==> src/rtl/matmul_pkg.sv <==
// Shared constants and width helpers for the matrix-multiply datapath.
package matmul_pkg;

  localparam int PROD_W = 64;

  function automatic int clog2(input int v);
    int r;
    r = 0;
    while ((1 << r) < v) r++;
    return r;
  endfunction

  // Sum of k values of dw bits never exceeds dw + clog2(k) bits.
  function automatic int acc_width(input int dw, input int k);
    return dw + clog2(k);
  endfunction

endpackage

==> src/rtl/dot_product_accumulator_axis_out_reg.sv <==
// One-entry valid/ready holding register; a load may coincide with a drain.
module axis_out_reg
  import matmul_pkg::*;
#(
  parameter int DATA_W   = 66,
  parameter int IDX_W    = 4,
  parameter int LAST_IDX = 15
) (
  input  logic              clk,
  input  logic              rst,
  input  logic              load,
  input  logic [DATA_W-1:0] load_data,
  input  logic [IDX_W-1:0]  load_idx,
  input  logic              ready,
  output logic              valid,
  output logic [DATA_W-1:0] data,
  output logic [IDX_W-1:0]  idx,
  output logic              last
);

  logic full;

  always_ff @(posedge clk) begin
    if (rst) begin
      full <= 1'b0;
      data <= '0;
      idx  <= '0;
    end else if (load) begin
      full <= 1'b1;
      data <= load_data;
      idx  <= load_idx;
    end else if (full && ready) begin
      full <= 1'b0;
    end
  end

  assign valid = full;
  assign last  = full && (idx == IDX_W'(LAST_IDX));

endmodule

==> src/rtl/dot_product_accumulator.sv <==
// Sums K consecutive products into one dot-product element per output.
module dot_product_accumulator
  import matmul_pkg::*;
#(
  parameter  int DATA_W = PROD_W,
  parameter  int K      = 4,
  parameter  int N_OUT  = 16,
  localparam int ACC_W  = acc_width(DATA_W, K),
  localparam int IDX_W  = (clog2(N_OUT) > 0) ? clog2(N_OUT) : 1
) (
  input  logic              clk,
  input  logic              rst,
  input  logic [DATA_W-1:0] s_prod_tdata,
  input  logic              s_prod_tvalid,
  output logic              s_prod_tready,
  output logic [ACC_W-1:0]  m_sum_tdata,
  output logic              m_sum_tvalid,
  input  logic              m_sum_tready,
  output logic [IDX_W-1:0]  m_sum_index,
  output logic              m_sum_tlast
);

  localparam int CNT_W = (clog2(K) > 0) ? clog2(K) : 1;

  typedef enum logic [1:0] {
    FIRST,
    ACCUM,
    FINAL
  } phase_t;

  phase_t           phase;
  logic [CNT_W-1:0] cnt, cnt_nxt;
  logic [IDX_W-1:0] cnt_idx, idx_nxt;
  logic [ACC_W-1:0] acc, acc_nxt;
  logic [ACC_W-1:0] ext, sum;
  logic             fire, load;

  always_ff @(posedge clk) begin
    if (rst) begin
      cnt     <= '0;
      acc     <= '0;
      cnt_idx <= '0;
    end else begin
      cnt     <= cnt_nxt;
      acc     <= acc_nxt;
      cnt_idx <= idx_nxt;
    end
  end

  always_comb begin
    phase   = FIRST;
    cnt_nxt = cnt;
    acc_nxt = acc;
    idx_nxt = cnt_idx;
    load    = 1'b0;
    // FINAL is tested first so K=1 treats cnt=0 as the last term.
    if (cnt == CNT_W'(K - 1)) phase = FINAL;
    else if (cnt != '0)       phase = ACCUM;
    ext  = ACC_W'(s_prod_tdata);
    sum  = (cnt == '0) ? ext : acc + ext;
    s_prod_tready = (phase != FINAL) || !m_sum_tvalid
                    || m_sum_tready;
    fire = s_prod_tvalid && s_prod_tready;
    if (fire) begin
      unique case (phase)
        FIRST: begin
          acc_nxt = ext;
          cnt_nxt = CNT_W'(1);
        end
        ACCUM: begin
          acc_nxt = sum;
          cnt_nxt = cnt + CNT_W'(1);
        end
        FINAL: begin
          load    = 1'b1;
          cnt_nxt = '0;
          if (cnt_idx == IDX_W'(N_OUT - 1)) idx_nxt = '0;
          else idx_nxt = cnt_idx + IDX_W'(1);
        end
        default: ;
      endcase
    end
  end

  axis_out_reg #(
    .DATA_W   (ACC_W),
    .IDX_W    (IDX_W),
    .LAST_IDX (N_OUT - 1)
  ) u_out (
    .clk       (clk),
    .rst       (rst),
    .load      (load),
    .load_data (sum),
    .load_idx  (cnt_idx),
    .ready     (m_sum_tready),
    .valid     (m_sum_tvalid),
    .data      (m_sum_tdata),
    .idx       (m_sum_index),
    .last      (m_sum_tlast)
  );

endmodule

==> config.mk <==
export PLATFORM = sky130hd
export DESIGN_NAME = dot_product_accumulator
export DESIGN_NICKNAME = d
export VERILOG_FILES = /design/src/rtl/matmul_pkg.sv /design/src/rtl/dot_product_accumulator_axis_out_reg.sv /design/src/rtl/dot_product_accumulator.sv
export SDC_FILE = /design/constraint.sdc
export NUM_CORES = 1
export LEC_CHECK = 0
export BUFFER_PORTS_ARGS = -buffer_cell sky130_fd_sc_hd__buf_4
export CAP_MARGIN = 5
export CORE_MARGIN = 2
export CORE_UTILIZATION = 40
export DETAILED_ROUTE_END_ITERATION = 16
export HOLD_SLACK_MARGIN = 0.12
export RECOVER_POWER = 25
export SLEW_MARGIN = 20
export SYNTH_ARGS = -nofsm -noshare
export SYNTH_HDL_FRONTEND = slang
export SYNTH_SLANG_ARGS = --single-unit
==> constraint.sdc <==
create_clock -name clk -period 3.7 [get_ports clk]
set_clock_uncertainty 0.2 [all_clocks]
set_input_delay 0.185 -clock clk [delete_from_list [all_inputs] [get_ports clk]]
set_output_delay 0.185 -clock clk [all_outputs]
set_load 0.1 [all_outputs]
==> results of run 1 <==
state kept, by name, summed over array words and instances, names as in the netlist:
name and cells:
acc 66, cnt 2, cnt_idx 4, u_out.data 66, u_out.idx 4, u_out.valid 1
cell type report:
class / count / area [um^2]
clock buffer: 21 / 470
tap: 330 / 413
clock inverter: 11 / 155
fill: 2565 / 12400
timing repair buffer: 236 / 1770
sequential: 143 / 2860
inverter: 23 / 86.3
multi-input combinational: 1120 / 6980
cells by family after synthesis:
group           after synthesis
fa+ha+maj                    69
xor+xnor                     52
flops                       143
buf+inv                     123
mux                          22
compound gates              498
simple gates                479
worst min-delay path, cell delays in order:
cell      delay (ps)
buf_4             90
ha_1             240
mux2i_1          120
a211oi_1          80
power breakdown:
part	internal (mW)	leakage, nW	total, mW	switching [mW]
clock	1.12	0.293	1.88	0.762
combinational	0.650	3.67	1.75	1.10
sequential	1.62	1.17	1.67	0.0461
total	3.39	5.13	5.30	1.91
per-layer routing:
layer  vias up  routed length, um  GRT usage [%]
met3        37               1630           3.81
met5         -                  0              0
met1      5162              15300           33.2
met2       294              15200           40.0
li1       5370                  -              -
met4         0                499           5.74
stage by stage:
stage	util, %	power [mW]	setup TNS [ps]	cell area, um^2	setup slack (ps)
global route	50.7	5.57	-1.33	12700	-1.33
floorplan	-	2.90	0	10200	36.3
global placement	45.9	3.34	0	11500	149
CTS	51.1	5.29	0	12800	41.5
finish	50.7	5.30	0	12700	150
detailed placement	45.9	3.35	0	11500	36.4
worst max-delay path by stage:
stage                      to             start  slack (ps)
2_1_floorplan         acc[15]       u_out.valid          40
3_3_place_gp   u_out.data[64]   s_prod_tdata[0]         150
3_5_place_dp   u_out.data[64]   s_prod_tdata[0]          40
4_1_cts        u_out.data[64]            acc[0]          40
5_1_grt               acc[65]  s_prod_tdata[24]          -1
6_report       u_out.data[36]            acc[0]         150
timing repair:
item,CTS,global route
endpoints found under the hold margin,131,0
buffers inserted,0,3
gates resized for setup,0,17
hold buffers,69,0
endpoints found under the setup margin,0,35
synthesized netlist by cell type, types with 20 or more instances:
| library cell | instances | share of area [%] |
|---|---|---|
| nand2_1 | 154 | 5.7 |
| clkbuf_1 | 85 | 3.1 |
| inv_1 | 23 | 0.85 |
| o21bai_1 | 20 | 1.5 |
| nand3_1 | 30 | 1.5 |
| mux2i_1 | 21 | 2.1 |
| nor2_1 | 187 | 6.9 |
| a21oi_1 | 175 | 8.6 |
| o21ai_0 | 74 | 3.6 |
| a21o_1 | 39 | 2.9 |
| ha_1 | 68 | 8.3 |
| dfxtp_1 | 143 | 28 |
| xnor2_1 | 35 | 3.0 |
| a211oi_1 | 83 | 6.1 |
cell usage in the layout, fill, tap and decap left out, drive strengths merged, types with 4 or more instances in the layout:
master	instances
a211o	5
a211oi	84
a21boi	5
a21o	39
a21oi	175
a311oi	18
a31o	4
a31oi	16
and2	7
and3	13
buf	114
clkbuf	74
clkinvlp	4
dfxtp	143
dlygate4sd3	69
ha	68
inv	25
mux2i	21
nand2	155
nand2b	6
nand3	30
nand4	18
nor2	187
nor2b	9
nor3	19
nor4	5
o211ai	17
o21a	4
o21ai	77
o21bai	20
or2	5
or3	8
or4	6
xnor2	35
xor2	17
==> summary.md, run 1 <==
| Metric | Value |
|---|---|
| Wirelength per Cell | `17.3 um` |
| Tcrit/Tclk final | `96.0%` |
| Vias in the first global route | `10100` |
| Die footprint | `26800 um^2` |
| Mux contribution to synthesized area | `2.17%` |
| Synth Instances | `1386` |
| Worst slew pin tran | `1210 ps` |
| Max IR drop VDD | `205 uV` |
| Post-synth cell types | `68` |
| Startpoint types | `flop` |
| Initial antenna violation count | `0` |
| Final Non-Filler Cells | `1884` |
| Core area | `25100 um^2` |
| Avg Cell Area, Syn | `7.36 um^2` |
| Max-Cap Viols | `0` |
| Grt ovf | `0` |
| Sequential share of the synthesized area | `28.0%` |
| Register-to-Register Path Depth | `13` |
| Cell area power density | `416 nW/um^2` |
| Status | `finished clean` |
| # placed instances | `1780` |
| Peak Freq | `282 MHz` |
| Clk sinks | `143` |
| Initial core utilization | `40.7%` |
| HPWL Detailed | `22.8 mm` |
| Max-slew violations | `0` |
| TritonCTS buffer count | `17` |
| Reg clk slew, reported paths | `60 ps` |
| Die Ht | `164 um` |
| Rel. slew slack | `19.7%` |
| Maximum root-to-sink buffer count | `2` |
| Residual DRC | `0` |
| Hold Path Depth | `4` |
| Syn_nets | `1523` |
| Post-Synth Adder-Cell Area | `8.53%` |
| Lkg Pwr | `5.13 nW` |
| FF+latch count, synth | `143` |
| Vias per cell | `5.77` |
| Buf/Inv on CP | `1` |
| Nets | `1678` |
| First-pass GRT wire length | `52.7 mm` |
| Root buffer cell | `clkbuf_16` |
| Flop-to-flop setup slack | `150 ps` |
| CP max stage cell | `fa_1` |
| Total I/O pin count | `141` |
| Buffers on Ports | `140` |
| Top FF cell, synth | `dfxtp_1` |
| EDFF count, synth | `0` |
| DR vias | `10900` |
| Top Family by Delay on Critical Path | `compound AO/OA/AOI/OAI gates` |
| Final hold violations | `0` |
| Layout cell share with drive strength beyond 1 | `11.5%` |
| Xor-xnor portion of the synthesized cell area | `4.46%` |
| Initial DRC Count | `779` |
| Worst path depth | `13` |
| Complex-gate fraction of the synthesized area | `31.4%` |
| Crit-path cells | `ha_1 > fa_1 > a21o_1 > a221oi_4 > o22ai_1 > a211o_1 > a21boi_0 > buf_4 > o21ai_0 > a21oi_1 > xnor2_1 > nand2_1 > a211oi_1` |
| # diodes | `0` |
| Area grow syn2layout | `24.8%` |
| Post-DRT Antenna Nets | `0` |
| Site Rows | `58` |
| Final setup vio count | `0` |
| Hold Worst Slack | `129 ps` |
| Time the worst path needs with I/O delays and setup | `3550 ps` |
| First-pass iteration count of the detailed router | `6` |
| Largest net degree at the start of global routing | `64` |
| DIE WIDTH | `164 um` |
| CP peak stage delay | `410 ps` |
| Count of yosys warnings during synthesis | `0` |
| Total wire length | `32.6 mm` |
| Skew-Pair Late Insertion Delay | `440 ps` |
| Worst path arrival time | `3690 ps` |
| Crit path required time | `3840 ps` |
| R2R Path Start | `acc[0]` |
| Post-Syn Area | `10200 um^2` |
| TritonCTS clock tree | `built` |
| FF-to-FF End | `u_out.data[36]` |
| Critical path type | `reg -> reg` |
| CP endpoint kind | `flop` |
| Min-delay worst type | `in -> reg` |
| Min-delay src | `s_prod_tdata[0]` |
| Min-Delay Endpoint | `u_out.data[0]` |
| FFs w/ async S/R, synth | `0%` |
| Crit Path Max Fanout | `3` |
| Largest family of logic cells by synthesized area | `compound AO/OA/AOI/OAI gates` |
| # H-tree levels | `4` |
| Final Wtd Congestion | `0.951` |
| Simple-gate share of the synthesized area | `20.8%` |
| Gr usage total | `24.2%` |
(Power assumes the default switching activity.)
==> inputs of run 2 (changes only) <==
--- a/config.mk
+++ b/config.mk
@@ -11,6 +11,7 @@
 export CORE_UTILIZATION = 40
 export DETAILED_ROUTE_END_ITERATION = 16
 export HOLD_SLACK_MARGIN = 0.12
+export PLACE_DENSITY_LB_ADDON = 0.08
 export RECOVER_POWER = 25
 export SLEW_MARGIN = 20
 export SYNTH_ARGS = -nofsm -noshare
==> run 2 against run 1 <==
Via count decreased by 1.4%. Critical endpoint is now acc[65]. Highest routed layer unchanged. First-iteration DRC count increased by 13%. Sequential cell count unchanged. Combinational power about the same. Non-clock buffer count increased by 9. Cell area increased by 0.79%. Clock power increased by 3%. Register-to-register slack about the same. Worst hold slack improved by 5.0 ps. Count of clock-buffer cells in the layout decreased by 1. Die area unchanged.
==> summary.md, run 2 (synthesized netlist as in run 1, its figures left out) <==
| Metric | Value |
|---|---|
| HPWL Detailed | `23.5 mm` |
| # H-tree levels | `4` |
| Total I/O pin count | `141` |
| Cell area power density | `419 nW/um^2` |
| Final Wtd Congestion | `0.924` |
| Die footprint | `26800 um^2` |
| Status | `finished clean` |
| Grt ovf | `0` |
| First-pass iteration count of the detailed router | `5` |
| Root buffer cell | `clkbuf_16` |
| Initial antenna violation count | `0` |
| Initial DRC Count | `884` |
| Leading cell type in the layout, fill and taps excluded | `nor2_1` |
| Site Rows | `58` |
| DIE WIDTH | `164 um` |
| TritonCTS buffer count | `17` |
| Min-delay src | `s_prod_tvalid` |
| Residual DRC | `0` |
| Crit Path Max Fanout | `5` |
| First-pass GRT wire length | `52.1 mm` |
| TritonCTS clock tree | `built` |
| Startpoint types | `input pin` |
| FF-to-FF End | `u_out.data[60]` |
| Gr usage total | `24.2%` |
| Biggest regs | `acc (66), u_out.data (66)` |
| CP endpoint kind | `flop` |
| Crit. Startpoint | `s_prod_tdata[4]` |
| Worst slew pin tran | `1250 ps` |
| Vias in the first global route | `9849` |
| Clk pwr share | `36.1%` |
| Hold Path Depth | `5` |
| Min-Delay Endpoint | `acc[55]` |
| Die Ht | `164 um` |
| Maximum root-to-sink buffer count | `2` |
| Switch Pwr | `1.87 mW` |
| Flop-to-flop setup slack | `150 ps` |
| Clk sinks | `143` |
| Flop pwr share | `31.0%` |
| R2R Path Start | `acc[0]` |
| Max IR drop VDD | `221 uV` |
| Worst path depth | `13` |
| Post-route setup TNS | `0 ps` |
| Largest net degree at the start of global routing | `69` |
| Final setup vio count | `0` |
| Critical path type | `in -> reg` |
| Peak Freq | `273 MHz` |
| Crit-path cells | `dlygate4sd3_1 > buf_4 > ha_2 > a21o_1 > a31o_1 > o21a_2 > a21bo_2 > a211oi_4 > a311oi_4 > o211a_1 > o2111a_1 > or4_1 > o211ai_1` |
| Time the worst path needs with I/O delays and setup | `3660 ps` |
| CP max stage cell | `dlygate4sd3_1` |
| Top Family by Delay on Critical Path | `compound AO/OA/AOI/OAI gates` |
| Buf/Inv on CP | `2` |
| Worst path arrival time | `3820 ps` |
| Core area | `25100 um^2` |
| Comb pwr share | `32.9%` |
| Initial core utilization | `40.7%` |
| Nets | `1687` |
| Lkg Pwr | `5.20 nW` |
| # diodes | `0` |
| Layout cell share with drive strength beyond 1 | `12.2%` |
| CP peak stage delay | `550 ps` |
| Register-to-Register Path Depth | `12` |
| Area grow syn2layout | `25.8%` |
| Max-slew violations | `0` |
| Rel. slew slack | `16.9%` |
| # fillers | `2548` |
| Post-DRT Antenna Nets | `0` |
| Switching power share of the total | `34.7%` |
| Crit path required time | `3850 ps` |
| Final hold violations | `0` |
| Vias per cell | `5.67` |
| Max-Cap Viols | `0` |
| Internal | `3.52 mW` |
| Reg clk slew, reported paths | `60 ps` |
| RSZ-0062 raised after global routing | `true` |
| Most frequent cells in the layout | `nor2_1, a21oi_1, nand2_1` |
| Total wire length | `32.7 mm` |
| Skew-Pair Late Insertion Delay | `440 ps` |
| Wirelength per Cell | `17.3 um` |
| Tcrit/Tclk final | `99.0%` |
| Min-delay worst type | `in -> reg` |
| Final Cell Area | `12800 um^2` |
| Buffers on Ports | `140` |
| DR vias | `10700` |
| Placed cell areas | `11600 um^2` |
-- run 2: per-stage QoR --
stage | power, mW | hold WS, ps | instances | util, % | worst slack [ps]
6_report | 5.38 | 134 | 1891 | 51.1 | 36.3
5_1_grt | 5.69 | 174 | 1891 | 51.1 | -29.3
4_1_cts | 5.39 | 131 | 1889 | 51.5 | 23.9
3_5_place_dp | 3.38 | 250 | 1791 | 46.2 | 26.1
3_3_place_gp | 3.38 | 243 | 1791 | 46.2 | 143
2_1_floorplan | 2.90 | 147 | 1386 | - | 36.3
-- run 2: worst register-to-register path: cells and delay by family, from the launching register on --
kind                     cells  cell delay, ps
AND/OR/NAND/NOR              1             190
multiplexers                 1             380
AO/OA/AOI/OAI                8            1790
adder cells (fa/ha/maj)      2             620
flip-flops                   1             310
-- run 2: cell type report --
type	instances	area (um^2)	area share (%)
clock inverters	10	185	1.44
well taps	330	413	3.22
multi-input cells	1120	7000	54.5
flip-flops and latches	143	2860	22.3
clock buffers	20	457	3.56
inverters	23	86.3	0.672
repair buffers	245	1840	14.3
-- run 2: timing repair --
action	CTS	global route
setup buffers	0	2
hold endpoints to repair	129	0
setup endpoints to repair	0	33
gates resized for setup	0	25
hold buffers	68	0
-- run 2: per-layer routing --
metal | global-route usage [%] | vias to the layer above | part of all wire (%)
met5 | 0 | - | 0
met1 | 34.7 | 5003 | 49
li1 | - | 5388 | -
met4 | 6.38 | 0 | 1.5
met2 | 38.4 | 295 | 45
met3 | 3.06 | 29 | 4.3
-- run 2: worst max-delay path by stage --
stage / to / slack (ps)
2_1_floorplan: acc[15] / 40
3_3_place_gp: u_out.data[52] / 140
3_5_place_dp: acc[50] / 30
4_1_cts: acc[50] / 20
5_1_grt: acc[65] / -30
6_report: acc[65] / 40
-- run 2: power by group through the flow --
stage               Clock [mW]  Sequential (mW)  Combinational [mW]
global route              2.06             1.68                1.96
detailed placement           0             1.70                1.67
global placement             0             1.70                1.68
finish                    1.94             1.67                1.77
CTS                       1.98             1.67                1.75
floorplan                    0             1.78                1.12
